<file path="src/rtl/alu_exec_unit_if.sv">
// Valid/ready request and result bundle between register-read and the execute unit.
// master = upstream issue/consumer side, slave = alu_exec_unit.
interface alu_exec_unit_if #(
    parameter int XLEN = 32
);
    logic            in_valid;
    logic            in_ready;
    logic [2:0]      aluop;
    logic [2:0]      funct3;
    logic [6:0]      funct7;
    logic [XLEN-1:0] src_a;
    logic [XLEN-1:0] src_b;
    logic            out_valid;
    logic            out_ready;
    logic [XLEN-1:0] result;
    logic            illegal;

    modport master (
        output in_valid, aluop, funct3, funct7, src_a, src_b, out_ready,
        input  in_ready, out_valid, result, illegal
    );

    modport slave (
        input  in_valid, aluop, funct3, funct7, src_a, src_b, out_ready,
        output in_ready, out_valid, result, illegal
    );
endinterface

</file>
<file path="src/rtl/alu_exec_unit.sv">
// Self-timed execute unit: 1-cycle integer/compare ops, MUL_LAT-cycle multiplier, and
// a restoring radix-2 divider built only when ALU_EXEC_DIV_EN is defined.
module alu_exec_unit #(
    parameter int XLEN    = 32,
    parameter int MUL_LAT = 2
) (
    input  logic               clk,
    input  logic               rstn,
    alu_exec_unit_if.slave     bus
);
    localparam int SW  = $clog2(XLEN);
    localparam int MCW = $clog2(MUL_LAT + 1);

    localparam logic [1:0] ST_IDLE = 2'd0;
    localparam logic [1:0] ST_MUL  = 2'd1;
`ifdef ALU_EXEC_DIV_EN
    localparam logic [1:0] ST_DIV  = 2'd2;
    localparam int         DCW     = $clog2(XLEN + 1);
`endif

    localparam logic [6:0] F7_ZERO = 7'b0000000;
    localparam logic [6:0] F7_ALT  = 7'b0100000;

    logic [1:0]      state;
    logic            out_valid_q;
    logic [XLEN-1:0] result_q;
    logic            illegal_q;
    logic [MCW-1:0]  mul_cnt;
    logic [XLEN-1:0] mul_hold;

    logic [XLEN-1:0] a;
    logic [XLEN-1:0] b;
    logic [2:0]      f3;
    logic [6:0]      f7;
    logic [SW-1:0]   shamt;
    logic            is_imm;
    logic            f7_ok;
    logic            accept;

    logic [XLEN-1:0] sc_res;
    logic            sc_ill;
    logic            start_mul;
    logic            slt_s;
    logic            slt_u;
    logic            taken;

    logic              mul_a_sx;
    logic              mul_b_sx;
    logic [2*XLEN-1:0] ext_a;
    logic [2*XLEN-1:0] ext_b;
    logic [2*XLEN-1:0] prod;
    logic [XLEN-1:0]   mul_sel;

    assign a      = bus.src_a;
    assign b      = bus.src_b;
    assign f3     = bus.funct3;
    assign f7     = bus.funct7;
    assign shamt  = bus.src_b[SW-1:0];
    assign is_imm = bus.aluop[0];
    assign f7_ok  = is_imm || (f7 == F7_ZERO);
    assign slt_s  = $signed(a) < $signed(b);
    assign slt_u  = a < b;

    assign bus.in_ready  = (state == ST_IDLE) && (!out_valid_q || bus.out_ready);
    assign bus.out_valid = out_valid_q;
    assign bus.result    = result_q;
    assign bus.illegal   = illegal_q;
    assign accept        = bus.in_valid && bus.in_ready;

    // One 2*XLEN multiplier covers all four variants by choosing how each operand is extended.
    assign mul_a_sx = (f3[1:0] == 2'b01) || (f3[1:0] == 2'b10);
    assign mul_b_sx = (f3[1:0] == 2'b01);
    assign ext_a    = {{XLEN{mul_a_sx & a[XLEN-1]}}, a};
    assign ext_b    = {{XLEN{mul_b_sx & b[XLEN-1]}}, b};
    assign prod     = ext_a * ext_b;
    assign mul_sel  = (f3[1:0] == 2'b00) ? prod[XLEN-1:0] : prod[2*XLEN-1:XLEN];

`ifdef ALU_EXEC_DIV_EN
    logic            start_div;
    logic            div_signed;
    logic            a_neg;
    logic            b_neg;
    logic [XLEN-1:0] abs_a;
    logic [XLEN-1:0] abs_b;
    logic [XLEN-1:0] div_rem;
    logic [XLEN-1:0] div_quo;
    logic [XLEN-1:0] div_divisor;
    logic [DCW-1:0]  div_cnt;
    logic            div_neg_q;
    logic            div_neg_r;
    logic            div_is_rem;
    logic [XLEN:0]   div_shift;
    logic            div_take;
    logic [XLEN-1:0] rem_next;
    logic [XLEN-1:0] quo_next;

    assign div_signed = !f3[0];
    assign a_neg      = div_signed && a[XLEN-1];
    assign b_neg      = div_signed && b[XLEN-1];
    assign abs_a      = a_neg ? -a : a;
    assign abs_b      = b_neg ? -b : b;

    // Partial remainder never reaches the divisor, so the subtraction fits in XLEN bits.
    assign div_shift = {div_rem, div_quo[XLEN-1]};
    assign div_take  = div_shift >= {1'b0, div_divisor};
    assign rem_next  = div_take ? (div_shift[XLEN-1:0] - div_divisor) : div_shift[XLEN-1:0];
    assign quo_next  = {div_quo[XLEN-2:0], div_take};
`endif

    always_comb begin
        sc_res    = '0;
        sc_ill    = 1'b0;
        start_mul = 1'b0;
        taken     = 1'b0;
`ifdef ALU_EXEC_DIV_EN
        start_div = 1'b0;
`endif
        case (bus.aluop)
            3'b000: sc_res = a + b;
            3'b001: sc_res = a - b;
            3'b100, 3'b101: begin
                case (f3)
                    3'b000: begin
                        if (f7_ok)                sc_res = a + b;
                        else if (f7 == F7_ALT)    sc_res = a - b;
                        else                      sc_ill = 1'b1;
                    end
                    3'b001: begin
                        if (f7 == F7_ZERO)        sc_res = a << shamt;
                        else                      sc_ill = 1'b1;
                    end
                    3'b010: begin
                        if (f7_ok)                sc_res = {{(XLEN-1){1'b0}}, slt_s};
                        else                      sc_ill = 1'b1;
                    end
                    3'b011: begin
                        if (f7_ok)                sc_res = {{(XLEN-1){1'b0}}, slt_u};
                        else                      sc_ill = 1'b1;
                    end
                    3'b100: begin
                        if (f7_ok)                sc_res = a ^ b;
                        else                      sc_ill = 1'b1;
                    end
                    3'b101: begin
                        if (f7 == F7_ZERO)        sc_res = a >> shamt;
                        else if (f7 == F7_ALT)    sc_res = $unsigned($signed(a) >>> shamt);
                        else                      sc_ill = 1'b1;
                    end
                    3'b110: begin
                        if (f7_ok)                sc_res = a | b;
                        else                      sc_ill = 1'b1;
                    end
                    default: begin
                        if (f7_ok)                sc_res = a & b;
                        else                      sc_ill = 1'b1;
                    end
                endcase
            end
            3'b110: begin
                if (!f3[2]) begin
                    start_mul = 1'b1;
                end
`ifdef ALU_EXEC_DIV_EN
                // Divide-by-zero and signed overflow resolve immediately without iterating.
                else if (b == '0) begin
                    sc_res = f3[1] ? a : '1;
                end else if (div_signed && (a == {1'b1, {(XLEN-1){1'b0}}}) && (b == '1)) begin
                    sc_res = f3[1] ? '0 : a;
                end else begin
                    start_div = 1'b1;
                end
`else
                else begin
                    sc_ill = 1'b1;
                end
`endif
            end
            3'b111: begin
                case (f3)
                    3'b000:  taken = (a == b);
                    3'b001:  taken = (a != b);
                    3'b100:  taken = slt_s;
                    3'b101:  taken = !slt_s;
                    3'b110:  taken = slt_u;
                    3'b111:  taken = !slt_u;
                    default: sc_ill = 1'b1;
                endcase
                sc_res = {{(XLEN-1){1'b0}}, taken};
            end
            default: sc_ill = 1'b1;
        endcase
    end

    // Result register is only written when nothing is held, so a stalled result stays put.
    always_ff @(posedge clk or negedge rstn) begin
        if (!rstn) begin
            state       <= ST_IDLE;
            out_valid_q <= 1'b0;
            result_q    <= '0;
            illegal_q   <= 1'b0;
            mul_cnt     <= '0;
            mul_hold    <= '0;
`ifdef ALU_EXEC_DIV_EN
            div_rem     <= '0;
            div_quo     <= '0;
            div_divisor <= '0;
            div_cnt     <= '0;
            div_neg_q   <= 1'b0;
            div_neg_r   <= 1'b0;
            div_is_rem  <= 1'b0;
`endif
        end else begin
            if (out_valid_q && bus.out_ready) begin
                out_valid_q <= 1'b0;
            end
            case (state)
                ST_IDLE: begin
                    if (accept) begin
                        if (start_mul) begin
                            if (MUL_LAT == 1) begin
                                result_q    <= mul_sel;
                                illegal_q   <= 1'b0;
                                out_valid_q <= 1'b1;
                            end else begin
                                mul_hold <= mul_sel;
                                mul_cnt  <= MCW'(MUL_LAT - 2);
                                state    <= ST_MUL;
                            end
                        end
`ifdef ALU_EXEC_DIV_EN
                        else if (start_div) begin
                            div_rem     <= '0;
                            div_quo     <= abs_a;
                            div_divisor <= abs_b;
                            div_cnt     <= DCW'(XLEN);
                            div_neg_q   <= a_neg ^ b_neg;
                            div_neg_r   <= a_neg;
                            div_is_rem  <= f3[1];
                            state       <= ST_DIV;
                        end
`endif
                        else begin
                            result_q    <= sc_res;
                            illegal_q   <= sc_ill;
                            out_valid_q <= 1'b1;
                        end
                    end
                end
                ST_MUL: begin
                    if (mul_cnt == '0) begin
                        result_q    <= mul_hold;
                        illegal_q   <= 1'b0;
                        out_valid_q <= 1'b1;
                        state       <= ST_IDLE;
                    end else begin
                        mul_cnt <= mul_cnt - 1'b1;
                    end
                end
`ifdef ALU_EXEC_DIV_EN
                ST_DIV: begin
                    div_rem <= rem_next;
                    div_quo <= quo_next;
                    div_cnt <= div_cnt - 1'b1;
                    if (div_cnt == DCW'(1)) begin
                        if (div_is_rem) result_q <= div_neg_r ? -rem_next : rem_next;
                        else            result_q <= div_neg_q ? -quo_next : quo_next;
                        illegal_q   <= 1'b0;
                        out_valid_q <= 1'b1;
                        state       <= ST_IDLE;
                    end
                end
`endif
                default: state <= ST_IDLE;
            endcase
        end
    end
endmodule

</file>
<file path="src/flat_wrapper.sv">
// flat-port wrapper written by rule: the top's interface ports become plain ports
module alu_exec_unit_flat 
#(
    parameter int XLEN    = 32,
    parameter int MUL_LAT = 2
)
  (clk, rstn, bus_in_valid, bus_aluop, bus_funct3, bus_funct7, bus_src_a, bus_src_b, bus_out_ready, bus_in_ready, bus_out_valid, bus_result, bus_illegal);
  alu_exec_unit_if #(.XLEN(XLEN)) bus_i ();
  input  logic clk;
  input  logic rstn;
  input wire logic [$bits(bus_i.in_valid)-1:0] bus_in_valid;
  input wire logic [$bits(bus_i.aluop)-1:0] bus_aluop;
  input wire logic [$bits(bus_i.funct3)-1:0] bus_funct3;
  input wire logic [$bits(bus_i.funct7)-1:0] bus_funct7;
  input wire logic [$bits(bus_i.src_a)-1:0] bus_src_a;
  input wire logic [$bits(bus_i.src_b)-1:0] bus_src_b;
  input wire logic [$bits(bus_i.out_ready)-1:0] bus_out_ready;
  output wire logic [$bits(bus_i.in_ready)-1:0] bus_in_ready;
  output wire logic [$bits(bus_i.out_valid)-1:0] bus_out_valid;
  output wire logic [$bits(bus_i.result)-1:0] bus_result;
  output wire logic [$bits(bus_i.illegal)-1:0] bus_illegal;
  assign bus_i.in_valid = bus_in_valid;
  assign bus_i.aluop = bus_aluop;
  assign bus_i.funct3 = bus_funct3;
  assign bus_i.funct7 = bus_funct7;
  assign bus_i.src_a = bus_src_a;
  assign bus_i.src_b = bus_src_b;
  assign bus_i.out_ready = bus_out_ready;
  assign bus_in_ready = bus_i.in_ready;
  assign bus_out_valid = bus_i.out_valid;
  assign bus_result = bus_i.result;
  assign bus_illegal = bus_i.illegal;
  alu_exec_unit #(.XLEN(XLEN), .MUL_LAT(MUL_LAT)) u_core (.clk(clk), .rstn(rstn), .bus(bus_i));
endmodule
</file>
<file path="config.mk">
export PLATFORM = sky130hd
export DESIGN_NAME = alu_exec_unit_flat
export DESIGN_NICKNAME = d
export VERILOG_FILES = /design/src/rtl/alu_exec_unit_if.sv /design/src/rtl/alu_exec_unit.sv /design/src/flat_wrapper.sv
export SDC_FILE = /design/constraint.sdc
export NUM_CORES = 2
export LEC_CHECK = 0
export CORE_MARGIN = 2
export CORE_UTILIZATION = 50
export DETAILED_ROUTE_END_ITERATION = 10
export PLACE_DENSITY = 0.74
export SLEW_MARGIN = 25
export SYNTH_ARGS = -nofsm -noshare
export SYNTH_HDL_FRONTEND = slang
export SYNTH_SLANG_ARGS = --single-unit
</file>
<file path="constraint.sdc">
create_clock -name clk -period 2.4 [get_ports clk]
set_clock_uncertainty 0.15 [all_clocks]
set_input_delay 0.6 -clock clk [delete_from_list [all_inputs] [get_ports clk]]
set_output_delay 0.6 -clock clk [all_outputs]
set_load 0.005 [all_outputs]
</file>
# Word level (Yosys, flattened, before mapping)
# Index checks and enable logic that the tools add are counted.
# Widths: inputs -> output; s select.
[classes]
addsub = 3
n_mul = 1
n_lt_le_gt_ge = 2
n_eq_ne = 23
shift = 3
muxes = 46
bitwise_logic = 5
n_reduce_logical = 23
[op_table]
columns = ["operator", "count"]
rows = [
  ["$mux 32", 12],
  ["$pmux 32 s7", 1],
  ["$pmux 32 s4", 1],
  ["$lt 32x32->1", 2],
  ["$mul 33x33->64", 1],
  ["$pmux 32 s2", 1],
  ["$add 32x32->32", 1],
  ["$and 32x32->32", 1],
  ["$eq 32x32->1", 1],
  ["$ne 32x32->1", 1],
  ["$or 32x32->32", 1],
  ["$shl 32x5->32", 1],
  ["$shr 32x5->32", 1],
  ["$sshr 32x5->32", 1],
  ["$sub 32x32->32", 1],
  ["$xor 32x32->32", 1],
  ["$eq 3x3->1 const B", 8],
  ["$mux 1", 18],
  ["$mux 2", 6],
  ["$pmux 2 s2", 2],
  ["$reduce_and 4->1", 2],
  ["$eq 7x6->1 const B", 1],
  ["$logic_not 7->1", 1],
  ["$eq 3x1->1 const B", 2],
  ["20 further kinds", 38],
]
[word_totals]
reg_bits = 70
in_bits = 81
out_inout_bits = 35
elab_cells = 112

# Logic depth before layout (Yosys ltp)
[depth]
word_depth = 8
mapped_depth = 34

# Worst setup path after synthesis
# OpenSTA, ideal clock, no wires.
[synth_path]
path_kind = "input -> register"
start = "in bus_src_b[0]"
end = "reg u_core.mul_hold[28]"
setup_time_ps = 128
arrival_ps = 8943
required_time_ps = 2122
setup_slack_ps = -6822
stages = 31
path_cell_list = "buf_6 > buf_8 > inv_2 > buf_1 > clkbuf_1 > nor2_1 > nand2_1 > inv_1 > fa_1 > inv_1 > fa_1 > inv_1 > fa_1 > inv_1 > fa_1 > inv_1 > fa_1 > fa_1 > fa_1 > inv_1 > fa_1 > inv_1 > ha_1 > clkbuf_1 > a21oi_1 > o21ai_0 > a21o_1 > or3b_2 > o221ai_1 > mux2i_1 > o21ai_0"
[synth_via]
elab_chain_cells = 2
[synth_rtl]
columns = ["item", "line_no", "source"]
rows = [
  ["start: declaration", "flat_wrapper.sv:16", "input wire logic [$bits(bus_i.src_b)-1:0] bus_src_b;"],
  ["$mul 33x33->64", "alu_exec_unit.sv:75", "assign prod = ext_a * ext_b;"],
  ["$mux 32", "alu_exec_unit.sv:76", "assign mul_sel = (f3[1:0] == 2'b00) ? prod[XLEN-1:0] : prod[2*XLEN-1:XLEN];"],
  ["end signal: assignment", "alu_exec_unit.sv:225", "mul_hold <= mul_sel;"],
  ["end: declaration", "alu_exec_unit.sv:29", "logic [XLEN-1:0] mul_hold;"],
]
# Every way passes these cells.
# A chain may end at the register's enable or synchronous reset.

# Worst setup path in the final report
[layout_path]
start = "in bus_src_b[5]"
end = "reg u_core.mul_hold[29]"
# The elaborated chain is that of the path after synthesis.

==> impl_metrics.csv <==
group,metric,value,unit
routing,wl_per_cell,28.2,um
synth,synth_ff_type,"dfrtp_1",
global_routing,antenna_found_initial,18,
synth,synth-edff-count,0,
critical_path,cp-endpoint,"u_core.mul_hold[29]$_DFFE_PN0P_",
timing,hold_ws,90.6,ps
synth,syn_avg_cell_area,8.35,um^2
floorplan,fp.dieW,320,um
place,dp_hpwl,181,mm
place,numPortBuffers,115,
flow_run,maxCapViolCount,0,
layout,layout-drive-gt1-share,31.0,%
critical_path,slowest_delay,810,ps
global_routing,grt_pass1_wl,344,mm
timing,relSlewSlack,43.8,%
synth,synthDistinctLibCells,104,
synth,synthArstFlopShare,100,%
synth,synthXorXnorAreaFrac,1.49,%
clock_tree,clock-sinks,69,
critical_path,r2r_slack,170,ps
status,violations,"DRC, setup timing",
critical_path,reg2reg_depth,6,
critical_path,path_class,"in -> reg",
clock_tree,clock_path_buffers,2,
critical_path,critPathSlowestCell,"fa_2",
critical_path,timing.rr.end,"u_core.bus.result[31]$_DFFE_PN0P_",
clock_tree,h-tree-depth,3,
routing,vias,52395,
layout,multi_input_area,44800,um^2
timing,setup_slack,-5860,ps
synth,yosysTopAreaCell,"fa_1",
synth,synth_area_leaders,"fa_1, inv_1, ha_1",
timing,clock.fmax,0.121,GHz
place,place_inst,8221,
timing,post-route-min-period,8260,ps
global_routing,first_global_vias,54257,
routing,vias_per_cell,6.15,
synth,synthSimpleGateAreaFrac,14.0,%
floorplan,die_h,320,um
global_routing,grt-ovfl-total,0,
synth,synth_warnings,0,
layout,regArea,1730,um^2
synth,syn_inst,5990,
routing,ant_nets,0,
critical_path,crit_top_cell,"fa_1",
place,pre_cts_slack,-6750,ps
synth,synth_commonest_cells,"inv_1, fa_1, nand2_1",
critical_path,cp-startpoint,"bus_src_b[5]",
floorplan,core,99700,um^2
global_routing,track_usage,45.8,%
critical_path,cp.arrival,8400,ps
synth,synth_compound_area_share,11.4,%
floorplan,pin_count,116,
synth,synth.mux.area_fraction,3.64,%
routing,drt-total-wl,240,mm
synth,synth_fp_nets,7512,
synth,synth_fa_ha_area_share,52.9,%
place,gp_congestion,1.09,
routing,drt-initial-drc-count,6885,
critical_path,worstPathMaxFanout,5,
critical_path,r2r_start,"u_core.bus.out_valid$_DFF_PN0_",
layout,syn_to_final_growth,37.3,%
layout,fin_cells,8518,
clock_tree,cts_tree,"built",
routing,drcViolationCount,3,
synth,synth_most_common_cell,"inv_1",
timing,rsz0062_at_grt,"yes",
clock_tree,cts_hold_buf,0,
timing,hold_viol_final,0,
global_routing,grt_start_max_net_pins,64,
critical_path,required,2540,ps
timing,post-route-period-util,344,%
floorplan,rows,116,
layout,fillers,7301,
timing,setup_violations,65,
critical_path,start_kind,"primary input",
critical_path,worstSetupEndpointType,"flop",
timing,slew_violations,0,
synth,synth_top_family_by_area,"adder cells",
synth,synth-seq-cells,69,
min_path,hp-class,"in -> async",
synth,syn_area,50000,um^2
clock_tree,cts_buffers,9,
clock_tree,cts-root-buf,"clkbuf_16",
clock_tree,clk_latency,370,ps
synth,yosys.area.top_type_share,45.1,%
status,outcome,"finished, violations left",
routing,drt_pre_antenna_iters,11,
floorplan,dieArea,103000,um^2
synth,synth_seq_area_share,3.45,%
timing,worstMarginPinSlew,837,ps
clock_tree,cts.reportedPaths.clkPinSlew,60,ps
layout,nets,8726,
floorplan,initial_utilization,50.2,%
[cell type report]
cell class	count	share of cell area, %
clock inverter	7	0.177
tap	1298	2.36
timing repair buffer	1569	21.8
clock buffer	9	0.328
timing repair inverter	1	0.0109
inverter	1325	7.44
multi-input combinational	4229	65.3
antenna	11	0.0401
sequential	69	2.51
[layout by cell type, fill, tap and decap left out, types with 45 or more instances in the layout]
master and instances:
a21o_1 51, a21oi_1 199, a21oi_2 55, buf_12 136
buf_4 1158, buf_6 128, clkdlybuf4s50_1 49, dfrtp_1 69
fa_1 1049, fa_2 78, ha_1 249, ha_4 60
inv_1 1194, inv_2 91, mux2i_1 47, nand2_1 863
nand2_2 45, nor2_1 495, o21ai_0 106, xnor2_1 58
[per-layer routing]
| layer | up-vias | GRT usage (%) | part of all wire (%) |
|---|---|---|---|
| li1 | 20897 | - | - |
| met1 | 25582 | 54.9 | 33 |
| met2 | 4341 | 66.3 | 40 |
| met3 | 1549 | 16.3 | 15 |
| met4 | 26 | 37.5 | 11 |
| met5 | - | 0 | 0.21 |
[sequential cells by signal, indices dropped and copies added (netlist names)]
| name | cells |
|---|---|
| u_core.bus.illegal | 1 |
| u_core.state | 1 |
| u_core.bus.out_valid | 1 |
| u_core.mul_cnt | 2 |
| u_core.mul_hold | 32 |
| u_core.bus.result | 32 |
[how the worst min path moves through the flow]
stage | startpoint | to | cells past startpoint
2_1_floorplan | rstn | u_core.bus.illegal$_DFFE_PN0P_ | 0
5_1_grt | rstn | u_core.bus.result[3]$_DFFE_PN0P_ | 1
3_5_place_dp | u_core.mul_hold[3]$_DFFE_PN0P_ | u_core.mul_hold[3]$_DFFE_PN0P_ | 2
3_3_place_gp | u_core.mul_hold[3]$_DFFE_PN0P_ | u_core.mul_hold[3]$_DFFE_PN0P_ | 2
4_1_cts | rstn | u_core.bus.result[3]$_DFFE_PN0P_ | 1
6_report | rstn | u_core.bus.result[5]$_DFFE_PN0P_ | 1
[stage by stage]
step	setup TNS (ps)	util [%]	instance area, um^2
after floorplan	-210280	-	50800
after global placement	-285950	61.8	61600
after detailed placement	-287380	61.8	61600
after CTS	-205000	67.2	67000
after global routing	-225610	68.8	68600
final	-223410	68.9	68700
[timing repair]
action                                  in CTS  in global routing
setup buffers                              173                 85
pin swaps                                  385                236
resized for setup                          993                238
endpoints found under the setup margin      69                 66
cloned                                      24                  0
[kinds of logic after synthesis]
family                   after synthesis
flip-flops                            69
AO/OA/AOI/OAI                        867
XOR/XNOR                              85
adder cells (fa/ha/maj)             1441
buffers and inverters               1692
multiplexers                         120
AND/OR/NAND/NOR                     1716
[critical path, delay by kind of cell]
family / cells / cell delay (ps)
buf+inv: 8 / 890
fa+ha+maj: 9 / 4900
simple gates: 2 / 150
compound gates: 9 / 1840
Power is not shown: default switching activity piles up to over one toggle a cycle in this logic, so the estimate is an artifact.
